### src/rtl/truth_table_scanner.sv
// Sweeps every input combination of a combinational function, captures its truth table
// and streams each hit index over valid/ready. Define TTS_MAXTERM_EN to report zeros instead.
module truth_table_scanner #(
  parameter int N_VARS = 4,
  parameter int SETTLE = 1
) (
  input  logic                     clk,
  input  logic                     reset_n,
  input  logic                     start,
  input  logic                     f_in,
  output logic [N_VARS-1:0]        vars,
  output logic                     m_valid,
  input  logic                     m_ready,
  output logic [N_VARS-1:0]        m_data,
  output logic [(1<<N_VARS)-1:0]   mask,
  output logic [N_VARS:0]          count,
  output logic                     busy,
  output logic                     done
);

  localparam logic [N_VARS-1:0] LAST_IDX    = {N_VARS{1'b1}};
  localparam logic [3:0]        SETTLE_LAST = 4'(SETTLE - 1);

  typedef enum logic [2:0] {
    ST_IDLE,
    ST_SETTLE,
    ST_SAMPLE,
    ST_EMIT,
    ST_DONE
  } state_t;

  state_t                   state_q, state_d;
  logic [N_VARS-1:0]        idx_q, idx_d;
  logic [3:0]               settleCnt_q, settleCnt_d;
  logic [(1<<N_VARS)-1:0]   mask_q, mask_d;
  logic [N_VARS:0]          count_q, count_d;
  logic [N_VARS-1:0]        mData_q, mData_d;
  logic                     fSample;
  logic                     report;
  logic                     advance;

  always_ff @(posedge clk) begin
    if (!reset_n) begin
      state_q     <= ST_IDLE;
      idx_q       <= '0;
      settleCnt_q <= '0;
      mask_q      <= '0;
      count_q     <= '0;
      mData_q     <= '0;
    end else begin
      state_q     <= state_d;
      idx_q       <= idx_d;
      settleCnt_q <= settleCnt_d;
      mask_q      <= mask_d;
      count_q     <= count_d;
      mData_q     <= mData_d;
    end
  end

  always_comb begin
    state_d     = state_q;
    idx_d       = idx_q;
    settleCnt_d = settleCnt_q;
    mask_d      = mask_q;
    count_d     = count_q;
    mData_d     = mData_q;
    advance     = 1'b0;

    // An undefined f_in fails the if-test, so X/Z is captured as 0.
    if (f_in) fSample = 1'b1;
    else      fSample = 1'b0;

`ifdef TTS_MAXTERM_EN
    report = ~fSample;
`else
    report = fSample;
`endif

    case (state_q)
      ST_IDLE: begin
        if (start) begin
          mask_d      = '0;
          count_d     = '0;
          idx_d       = '0;
          settleCnt_d = '0;
          state_d     = ST_SETTLE;
        end
      end
      ST_SETTLE: begin
        settleCnt_d = settleCnt_q + 4'd1;
        if (settleCnt_q == SETTLE_LAST) state_d = ST_SAMPLE;
      end
      ST_SAMPLE: begin
        mask_d[idx_q] = fSample;
        if (report) begin
          count_d = count_q + 1'b1;
          mData_d = idx_q;
          state_d = ST_EMIT;
        end else begin
          advance = 1'b1;
        end
      end
      ST_EMIT: begin
        if (m_ready) advance = 1'b1;
      end
      ST_DONE: begin
        state_d = ST_IDLE;
      end
      default: begin
        state_d = ST_IDLE;
      end
    endcase

    // The last index ends the scan rather than wrapping back to zero.
    if (advance) begin
      if (idx_q == LAST_IDX) begin
        state_d = ST_DONE;
      end else begin
        idx_d       = idx_q + 1'b1;
        settleCnt_d = '0;
        state_d     = ST_SETTLE;
      end
    end
  end

  assign busy    = (state_q == ST_SETTLE) || (state_q == ST_SAMPLE) || (state_q == ST_EMIT);
  assign vars    = busy ? idx_q : '0;
  assign m_valid = (state_q == ST_EMIT);
  assign done    = (state_q == ST_DONE);
  assign m_data  = mData_q;
  assign mask    = mask_q;
  assign count   = count_q;

endmodule

### config.mk
export PLATFORM = sky130hd
export DESIGN_NAME = truth_table_scanner
export DESIGN_NICKNAME = d
export VERILOG_FILES = /design/src/rtl/truth_table_scanner.sv
export SDC_FILE = /design/constraint.sdc
export NUM_CORES = 1
export LEC_CHECK = 0
export CAP_MARGIN = 0
export CORE_ASPECT_RATIO = 1.25
export CORE_MARGIN = 10
export CORE_UTILIZATION = 25
export CTS_BUF_LIST = sky130_fd_sc_hd__clkbuf_4 sky130_fd_sc_hd__clkbuf_8
export DETAILED_ROUTE_END_ITERATION = 12
export GPL_ROUTABILITY_DRIVEN = 0
export HOLD_SLACK_MARGIN = 0.1
export PLACE_DENSITY = 0.44
export SLEW_MARGIN = 40
export SYNTH_ARGS = -nofsm -noshare
export SYNTH_HDL_FRONTEND = slang
export SYNTH_SLANG_ARGS = --single-unit
### constraint.sdc
create_clock -name clk -period 2.3 [get_ports clk]
set_input_delay 0.575 -clock clk [delete_from_list [all_inputs] [get_ports clk]]
set_output_delay 0.575 -clock clk [all_outputs]
set_load 0.02 [all_outputs]
==> impl_results.html, run 1 <==
<table>
<tr><th>Metric</th><th>Value</th></tr>
<tr><th colspan="2">Floorplan</th></tr>
<tr><td>Core ar.</td><td>7747 um2</td></tr>
<tr><td>Floorplan die area</td><td>11900 um2</td></tr>
<tr><td>Height of the die</td><td>119.5 um</td></tr>
<tr><td>Width of the die</td><td>roughly 100 um</td></tr>
<tr><td>Placement row count</td><td>36</td></tr>
<tr><td>Initial standard-cell utilization of the core</td><td>25.57%</td></tr>
<tr><td>I/O Pins</td><td>37</td></tr>
<tr><th colspan="2">Timing</th></tr>
<tr><td>Normalized max-slew margin</td><td>51.90%</td></tr>
<tr><td>Final period demand of the worst path</td><td>2.165 ns</td></tr>
<tr><td>Count of final setup violators</td><td>0</td></tr>
<tr><td>Unrepaired setup endpoints after global routing</td><td>false</td></tr>
<tr><td>Max Clock Skew</td><td>~0.0037 ns</td></tr>
<tr><td>Slew at the pin closest to its max-slew limit</td><td>0.7214 ns</td></tr>
<tr><td>Fmax</td><td>461.8 MHz</td></tr>
<tr><td>Max Transition Viols Final</td><td>0</td></tr>
<tr><td>Final-report hold violation count</td><td>0</td></tr>
<tr><td>Period utilization</td><td>94.15%</td></tr>
<tr><th colspan="2">Placed design</th></tr>
<tr><td>DP HPWL</td><td>about 4200 um</td></tr>
<tr><td>Placed Cells incl. Taps</td><td>366</td></tr>
<tr><td>Port-buffer cells</td><td>36</td></tr>
<tr><th colspan="2">Clock tree</th></tr>
<tr><td>Insertion delay of the later-clocked pin in the worst-skew pair</td><td>0.29 ns</td></tr>
<tr><td>Hold Buf Count CTS</td><td>0</td></tr>
<tr><td>CTS H-tree depth</td><td>2</td></tr>
<tr><td>Post-CTS clock slew at the launch and capture registers of the worst setup and hold paths</td><td>0.07 ns</td></tr>
<tr><td>Post-CTS setup repair buffer count</td><td>0</td></tr>
<tr><td>Buffer depth of the longest clock path</td><td>2</td></tr>
<tr><td>Total CTS buffers</td><td>5</td></tr>
<tr><td>Master cell of the clock root buffer</td><td>sky130_fd_sc_hd__clkbuf_8</td></tr>
<tr><td>Number of sinks handled by clock tree synthesis</td><td>36</td></tr>
<tr><td>TritonCTS clock tree</td><td>done</td></tr>
<tr><td>Number of gates resized after cts</td><td>2</td></tr>
<tr><th colspan="2">Run status</th></tr>
<tr><td>Status</td><td>complete, no violations</td></tr>
<tr><th colspan="2">Power and ir drop</th></tr>
<tr><td>Relative contribution of the clock network to total power</td><td>32.3%</td></tr>
<tr><td>Power density over cell area</td><td>590.2 nW/um2</td></tr>
<tr><td>Leak</td><td>0.8921 nW</td></tr>
<tr><td>Sw Share</td><td>31.86%</td></tr>
<tr><td>Switching power</td><td>0.4894 mW</td></tr>
<tr><td>Sequential share of power</td><td>43.0%</td></tr>
<tr><td>Worst-case vdd ir drop</td><td>roughly 0.24 mV</td></tr>
<tr><td>Pint</td><td>1.047 mW</td></tr>
<tr><td>Combinational group share of total power</td><td>24.7%</td></tr>
<tr><th colspan="2">GRT</th></tr>
<tr><td>Pin count of the biggest net entering global routing</td><td>28</td></tr>
<tr><td>Via count of the first global-routing pass</td><td>1984</td></tr>
<tr><td>Global-route wire length before repair</td><td>between 9000 and 10000 um</td></tr>
<tr><td>Global-route total usage across every layer</td><td>9.945%</td></tr>
<tr><td>Grt total ovfl</td><td>0</td></tr>
<tr><td>Initial antenna violation count</td><td>0</td></tr>
<tr><th colspan="2">Worst setup path</th></tr>
<tr><td>Type of element capturing the critical path</td><td>output pin</td></tr>
<tr><td>Critical-path cell with the highest stage delay</td><td>sky130_fd_sc_hd__clkdlybuf4s50_1</td></tr>
<tr><td>Top cell family by delay on the critical path</td><td>buffers and inverters</td></tr>
<tr><td>Max incr delay on CP</td><td>0.60 ns</td></tr>
<tr><td>Maximum fanout along the worst path</td><td>5</td></tr>
<tr><td>Cells traversed along the worst timing path</td><td>nor2_2 -&gt; and2_1 -&gt; clkdlybuf4s50_1</td></tr>
<tr><td>Startpoint kind of the worst setup timing path</td><td>flop</td></tr>
<tr><td>Number of buffers and inverters on the critical path</td><td>1</td></tr>
<tr><td>Arrival time reported for the critical path endpoint</td><td>1.59 ns</td></tr>
<tr><td>Required time of the worst setup path</td><td>1.73 ns</td></tr>
<tr><td>Kind of critical path</td><td>flop to output pin</td></tr>
<tr><th colspan="2">Logic synthesis</th></tr>
<tr><td>Commonest cells post-synth</td><td>36 x sky130_fd_sc_hd__dfxtp_1, 33 x sky130_fd_sc_hd__nand3_1, 23 x sky130_fd_sc_hd__o21ai_0, 16 x sky130_fd_sc_hd__a31oi_1</td></tr>
<tr><td>Post-synthesis cell area</td><td>1981 um2</td></tr>
<tr><td>Synth area leaders</td><td>sky130_fd_sc_hd__dfxtp_1 36%, sky130_fd_sc_hd__nand3_1 8.3%, sky130_fd_sc_hd__o21ai_0 5.8%</td></tr>
<tr><td>Post-Synthesis Net Count</td><td>252</td></tr>
<tr><td>Proportion of synthesized chip area in sequential cells</td><td>36.39%</td></tr>
<tr><td>Count of state elements after synthesis</td><td>36</td></tr>
<tr><td>Number of warnings issued by yosys</td><td>0</td></tr>
<tr><td>Number of unique standard cell types used by synthesis</td><td>43</td></tr>
<tr><td>Count of flip-flops with a built-in enable after synthesis</td><td>0</td></tr>
<tr><td>Cell with the most instances after synthesis</td><td>sky130_fd_sc_hd__dfxtp_1</td></tr>
<tr><td>Average cell area after synthesis</td><td>8.253 um2</td></tr>
<tr><td>Share of the synthesized area in the top cell type</td><td>36.39%</td></tr>
<tr><td>Largest area contributor in the synthesized netlist</td><td>sky130_fd_sc_hd__dfxtp_1</td></tr>
<tr><td>Async set-reset flop share out of synthesis</td><td>0%</td></tr>
<tr><td>Syn Inst Count</td><td>240</td></tr>
<tr><td>Dominant synthesized flop cell</td><td>sky130_fd_sc_hd__dfxtp_1</td></tr>
<tr><th colspan="2">Detailed routing</th></tr>
<tr><td>Number of nets with antenna violations after detailed routing</td><td>0</td></tr>
<tr><td>Vias</td><td>1924</td></tr>
<tr><td>Violation count after the first detailed-routing iteration</td><td>between 60 and 70</td></tr>
<tr><td># DRC</td><td>0</td></tr>
<tr><td>Routed via count divided by cell count</td><td>just over 5</td></tr>
<tr><td>Wire length reported by the detailed router</td><td>about 5900 um</td></tr>
<tr><td>Routed wire per std cell</td><td>about 16 um</td></tr>
<tr><td>DRT Pass-1 Iters</td><td>6</td></tr>
<tr><th colspan="2">Cells and area</th></tr>
<tr><td>Number of diodes</td><td>0</td></tr>
<tr><td>Ratio of cells with drive above 1 in the final layout</td><td>10.04%</td></tr>
<tr><td>Total Nets Final</td><td>a little under 300</td></tr>
<tr><td>Filler-free cell count of the finished design</td><td>between 300 and 400</td></tr>
<tr><td>Layout overhead on the synthesized area</td><td>31.40%</td></tr>
<tr><td>Share of the core filled with cells</td><td>33.59%</td></tr>
<tr><th colspan="2">Min path</th></tr>
<tr><td>Worst hold-check path type</td><td>flop to flop</td></tr>
<tr><th colspan="2">Flow run</th></tr>
<tr><td>Max-cap violations</td><td>0</td></tr>
</table>
-- routing by layer --
layer / part of all wire [%] / global-route usage [%] / wire length, um
met1: 43 / 12.07 / 2499
met3: 5.2 / 2.698 / 307
met5: 0 / 0 / 0
met2: 50 / 16.11 / 2907
met4: 2.4 / 4.129 / 138
-- final cells by class --
| class | instances | area (um2) |
|---|---|---|
| clock buffer | 8 | 97.59 |
| fill | 846 | 5145 |
| inverter | 12 | 45.04 |
| multi-input combinational | 174 | 1145 |
| sequential | 36 | 720.7 |
| tap | 95 | 118.9 |
| timing repair buffer | 49 | 475.5 |
-- worst min-delay path: cells and delay by family, from the launching register on --
| kind | cells | cell delay, ns |
|---|---|---|
| DFF | 1 | 0.32 |
| AOI/OAI and AO/OA | 2 | 0.11 |
-- cells by family (layout without fill, tap and decap cells) --
family / count (synthesis) / count (layout) / share of synthesized area (%)
xor gates and xnor gates: 1 / 1 / 0.4423
muxes: 7 / 7 / 3.538
DFF: 36 / 36 / 36.39
and+or+nand+nor: 90 / 90 / 25.96
buffers and inverters: 30 / 69 / 6.380
AOI/OAI and AO/OA: 69 / 69 / 22.87
adders and majority gates: 7 / 7 / 4.422
-- path summary, 6_finish.rpt --
path                                 start  slack (ns)  cells past startpoint  endpoint
worst min-delay path              count[4]        0.49                      2  count[4]
worst max register to register  state_q[2]        0.41                      4  count[4]
worst max-delay path            state_q[1]        0.13                      3      done
worst min register to register    count[4]        0.49                      2  count[4]
-- metrics by stage --
| step | worst slack, ns | setup TNS (ns) | cell area [um2] | hold slack (ns) | total power [mW] |
|---|---|---|---|---|---|
| 2_1_floorplan | 0.4229 | 0 | 1981 | 0.4786 | 0.9190 |
| 5_1_grt | 0.02319 | 0 | 2603 | 0.5291 | 1.631 |
| 6_report | 0.1346 | 0 | 2603 | 0.4860 | 1.536 |
| 3_3_place_gp | 0.1643 | 0 | 2489 | 0.4682 | 1.057 |
| 4_1_cts | -0.001796 | -0.001796 | 2597 | 0.4875 | 1.568 |
| 3_5_place_dp | 0.1357 | 0 | 2495 | 0.4757 | 1.059 |
-- cell usage in the layout, fill, tap and decap left out, drive strengths merged, types with 2 or more instances in the layout --
| cell | Yosys | layout |
|---|---|---|
| buf | 5 | 13 |
| nor3 | 5 | 5 |
| nand4 | 3 | 3 |
| o31ai | 3 | 3 |
| and2 | 4 | 4 |
| o311ai | 9 | 9 |
| a31oi | 16 | 16 |
| nand2b | 4 | 4 |
| nand3b | 4 | 4 |
| o21ai | 23 | 23 |
| inv | 12 | 12 |
| nor2b | 6 | 6 |
| or4b | 2 | 2 |
| nand3 | 33 | 33 |
| or4 | 3 | 3 |
| mux2i | 7 | 7 |
| clkdlybuf4s50 | 0 | 34 |
| nor2 | 13 | 13 |
| clkbuf | 13 | 8 |
| a21oi | 9 | 9 |
| dfxtp | 36 | 36 |
| ha | 7 | 7 |
| dlymetal6s2s | 0 | 2 |
| o211ai | 2 | 2 |
| or2 | 2 | 2 |
| o41ai | 2 | 2 |
| nand2 | 3 | 3 |
| and3 | 4 | 4 |
-- state kept, by name, indices dropped and copies added, names as in the netlist --
| name | count |
|---|---|
| mask | 16 |
| count | 5 |
| idx_q | 4 |
| m_data | 4 |
| settleCnt_q | 4 |
| state_q | 3 |
-- power groups by stage --
stage / logic [mW] / registers [mW] / clock network, mW
6_report: 0.379 / 0.661 / 0.496
5_1_grt: 0.426 / 0.664 / 0.540
4_1_cts: 0.389 / 0.661 / 0.518
3_5_place_dp: 0.385 / 0.674 / 0
3_3_place_gp: 0.382 / 0.674 / 0
2_1_floorplan: 0.239 / 0.680 / 0
Note: power is estimated with default switching activity, not from simulation.
==> run 2: changes to the inputs <==
SETUP_SLACK_MARGIN = 0.5   (was not set)
==> run 2 against run 1 <==
Net effect:
- sequential share of layout area is 0.36 points lower
- sequential power hardly changed
- register-to-register slack improved by 0.19 ns
- critical path depth up 1
- highest routed layer unchanged
- worst setup slack gained 0.39 ns
- first-iteration DRC count grew 69%
- non-clock buffer count grew 7
- largest power group unchanged
- design area up 1.7%
- combinational power rose by 18%
==> impl_results.html, run 2 (synthesized netlist as in run 1, its figures left out) <==
<table>
<tr><th>Metric</th><th>Value</th></tr>
<tr><th colspan="2">Run status</th></tr>
<tr><td>Status</td><td>complete, no violations</td></tr>
<tr><th colspan="2">Worst setup path</th></tr>
<tr><td>Type of element capturing the critical path</td><td>output pin</td></tr>
<tr><td>Kind of critical path</td><td>flop to output pin</td></tr>
<tr><td>Launch instance of the worst register-to-register path</td><td>state_q[0]</td></tr>
<tr><td>Startpoint kind of the worst setup timing path</td><td>flop</td></tr>
<tr><td>Arrival time reported for the critical path endpoint</td><td>1.21 ns (-0.38 ns)</td></tr>
<tr><td>Maximum fanout along the worst path</td><td>5 (unchanged)</td></tr>
<tr><td>Launch point of the critical path</td><td>state_q[0]</td></tr>
<tr><td>Required time of the worst setup path</td><td>1.73 ns (about the same)</td></tr>
<tr><th colspan="2">Clock tree</th></tr>
<tr><td>Post-CTS clock slew at the launch and capture registers of the worst setup and hold paths</td><td>0.07 ns (about the same)</td></tr>
<tr><td>CTS H-tree depth</td><td>2 (unchanged)</td></tr>
<tr><td>Number of sinks handled by clock tree synthesis</td><td>36 (unchanged)</td></tr>
<tr><td>Master cell of the clock root buffer</td><td>sky130_fd_sc_hd__clkbuf_8</td></tr>
<tr><td>Total CTS buffers</td><td>5 (unchanged)</td></tr>
<tr><td>Insertion delay of the later-clocked pin in the worst-skew pair</td><td>0.29 ns (about the same)</td></tr>
<tr><td>Hold Buf Count CTS</td><td>0 (unchanged)</td></tr>
<tr><td>Buffer depth of the longest clock path</td><td>2 (unchanged)</td></tr>
<tr><td>TritonCTS clock tree</td><td>done</td></tr>
<tr><th colspan="2">Floorplan</th></tr>
<tr><td>I/O Pins</td><td>37 (unchanged)</td></tr>
<tr><td>Floorplan die area</td><td>11900 um2 (unchanged)</td></tr>
<tr><td>Core ar.</td><td>7747 um2 (unchanged)</td></tr>
<tr><td>Width of the die</td><td>99.61 um (unchanged)</td></tr>
<tr><td>Placement row count</td><td>36 (unchanged)</td></tr>
<tr><td>Initial standard-cell utilization of the core</td><td>25.57% (unchanged)</td></tr>
<tr><td>Height of the die</td><td>119.5 um (unchanged)</td></tr>
<tr><th colspan="2">Power and ir drop</th></tr>
<tr><td>Combinational group share of total power</td><td>27.9% (+3.2 points)</td></tr>
<tr><td>Power density over cell area</td><td>607.0 nW/um2 (+2.8%)</td></tr>
<tr><td>Switching power</td><td>0.5086 mW (+3.9%)</td></tr>
<tr><td>Sequential share of power</td><td>41.3% (-1.7 points)</td></tr>
<tr><td>Power consumption</td><td>1.606 mW (+4.6%)</td></tr>
<tr><td>Sw Share</td><td>31.66% (-0.20 points)</td></tr>
<tr><td>Pint</td><td>1.098 mW (+4.9%)</td></tr>
<tr><td>Relative contribution of the clock network to total power</td><td>30.7% (-1.6 points)</td></tr>
<tr><td>Worst-case vdd ir drop</td><td>0.3086 mV (+31%)</td></tr>
<tr><td>Leak</td><td>1.048 nW (+17%)</td></tr>
<tr><th colspan="2">Detailed routing</th></tr>
<tr><td>Wire length reported by the detailed router</td><td>5996 um (+2.5%)</td></tr>
<tr><td>Met1 Routed Length</td><td>2655 um (+6.2%)</td></tr>
<tr><td>Detail Route met3 WL</td><td>235 um (-23%)</td></tr>
<tr><td>Number of nets with antenna violations after detailed routing</td><td>0 (unchanged)</td></tr>
<tr><td>Vias</td><td>1944 (+1.0%)</td></tr>
<tr><td>Routed via count divided by cell count</td><td>5.102 (-0.82%)</td></tr>
<tr><td>Routed wire per std cell</td><td>15.74 um (+0.58%)</td></tr>
<tr><td>Highest routed metal layer</td><td>met4</td></tr>
<tr><td># DRC</td><td>0 (unchanged)</td></tr>
<tr><td>DRT Pass-1 Iters</td><td>4 (-2)</td></tr>
<tr><td>WL met2</td><td>3004 um (+3.3%)</td></tr>
<tr><td>Violation count after the first detailed-routing iteration</td><td>110 (+69%)</td></tr>
<tr><th colspan="2">Placed design</th></tr>
<tr><td>DP HPWL</td><td>4150 um (-0.35%)</td></tr>
<tr><td>Port-buffer cells</td><td>36 (unchanged)</td></tr>
<tr><th colspan="2">Timing</th></tr>
<tr><td>Slew at the pin closest to its max-slew limit</td><td>0.4090 ns (-0.3125 ns)</td></tr>
<tr><td>Normalized max-slew margin</td><td>72.64% (+21 points)</td></tr>
<tr><td>Final-report hold violation count</td><td>0 (unchanged)</td></tr>
<tr><td>Period utilization</td><td>77.40% (-17 points)</td></tr>
<tr><td>Max Clock Skew</td><td>0.004048 ns (+0.0003880 ns)</td></tr>
<tr><td>Max Transition Viols Final</td><td>0 (unchanged)</td></tr>
<tr><td>Unrepaired setup endpoints after global routing</td><td>true</td></tr>
<tr><td>Fmax</td><td>561.8 MHz (+22%)</td></tr>
<tr><td>Sum of negative setup slack</td><td>0 ns (unchanged)</td></tr>
<tr><td>Final period demand of the worst path</td><td>1.780 ns (-0.3853 ns)</td></tr>
<tr><td>Count of final setup violators</td><td>0 (unchanged)</td></tr>
<tr><th colspan="2">GRT</th></tr>
<tr><td>Via count of the first global-routing pass</td><td>2021 (+1.9%)</td></tr>
<tr><td>Grt total ovfl</td><td>0 (unchanged)</td></tr>
<tr><td>Pin count of the biggest net entering global routing</td><td>28 (unchanged)</td></tr>
<tr><td>Global-route wire length before repair</td><td>10120 um (+2.2%)</td></tr>
<tr><td>Initial antenna violation count</td><td>0 (unchanged)</td></tr>
<tr><td>Global-route total usage across every layer</td><td>10.15% (+0.21 points)</td></tr>
<tr><th colspan="2">Cells and area</th></tr>
<tr><td>Seq. cell area</td><td>723.2 um2 (+0.35%)</td></tr>
<tr><td>Total Nets Final</td><td>297 (+2.4%)</td></tr>
<tr><td>Layout overhead on the synthesized area</td><td>33.61%</td></tr>
<tr><td>Flip-flop count of the largest register, all copies and words added</td><td>16 (unchanged)</td></tr>
<tr><td>Commonest cells after routing, fill and taps aside</td><td>34 x sky130_fd_sc_hd__dfxtp_1, 33 x sky130_fd_sc_hd__nand3_1, 26 x sky130_fd_sc_hd__dlygate4sd2_1, 23 x sky130_fd_sc_hd__o21ai_0</td></tr>
<tr><td>Area of combinational cells with multiple inputs</td><td>1170 um2 (+2.2%)</td></tr>
<tr><td>Most common cell after layout, fill and taps aside</td><td>sky130_fd_sc_hd__dfxtp_1</td></tr>
<tr><td>Count of fill cells added during filler insertion</td><td>837 (-1.1%)</td></tr>
<tr><td>Number of diodes</td><td>0 (unchanged)</td></tr>
<tr><td>Ratio of cells with drive above 1 in the final layout</td><td>16.08% (+6.0 points)</td></tr>
<tr><th colspan="2">Flow run</th></tr>
<tr><td>Max-cap violations</td><td>0 (unchanged)</td></tr>
<tr><th colspan="2">Min path</th></tr>
<tr><td>Worst hold-check path type</td><td>flop to flop</td></tr>
<tr><td>Start point of the worst min-delay path</td><td>count[4]</td></tr>
</table>
==> run 2: changes by cell type in the layout (fill, tap and decap cells not counted), moves of 2 or more <==
cell	previous run	this run
sky130_fd_sc_hd__clkdlybuf4s50_1	34	2
sky130_fd_sc_hd__dlygate4sd2_1	0	26
sky130_fd_sc_hd__buf_2	0	4
sky130_fd_sc_hd__buf_4	12	16
sky130_fd_sc_hd__buf_12	1	3
sky130_fd_sc_hd__clkbuf_2	0	2
sky130_fd_sc_hd__dfxtp_1	36	34
sky130_fd_sc_hd__dfxtp_2	0	2
==> run 2: final cells by class <==
cell class	instances	share of cell area (%)
Clock buffer	8	3.688
Timing Repair Buffer	56	18.58
Tap cell	95	4.492
Multi-Input combinational cell	174	44.21
Sequential cell	36	27.33
Inverter	12	1.702
==> run 2: final timing paths <==
path         slack (ns)       end  depth (start not counted)
max                0.52   vars[3]                          4
min                0.48  count[4]                          2
max reg2reg        0.60  count[4]                          5
min reg2reg        0.48  count[4]                          2
==> run 2: layer usage <==
metal,vias to the layer above,GRT usage [%]
met3,5,2.468
met1,928,11.82
met5,-,0
li1,984,-
met4,0,4.309
met2,27,17.21
==> run 2: what timing repair did <==
item / in CTS / in global routing
buffers inserted: 1 / 5
cloned: 0 / 0
gates resized for setup: 50 / 14
pin swaps: 0 / 1
endpoints found under the setup margin: 36 / 25
==> run 2: critical path, stage by stage, from the launching register on <==
cell,delay (ns)
sky130_fd_sc_hd__dfxtp_1,0.39
sky130_fd_sc_hd__nor2_4,0.06
sky130_fd_sc_hd__buf_4,0.12
sky130_fd_sc_hd__nor3_1,0.14
sky130_fd_sc_hd__buf_2,0.20
==> run 2: per-stage QoR <==
stage               std cells  hold slack [ns]  setup slack, ns  cell area [um2]  utilization (%)
finish                    381           0.4833           0.5199             2646            34.16
global route              381           0.5298           0.4525             2646            34.16
CTS                       376           0.4881           0.3664             2586            33.38
detailed placement        367           0.4804           0.1525             2505            32.33
global placement          367           0.4664           0.1661             2499            32.25
floorplan                 240           0.4786           0.5136             1983                -
==> run 2: power groups by stage <==
stage	Sequential (mW)	Combinational (mW)	Clock, mW
floorplan	0.680	0.241	0
global placement	0.672	0.386	0
detailed placement	0.673	0.388	0
CTS	0.662	0.396	0.510
global route	0.667	0.492	0.531
finish	0.664	0.449	0.494
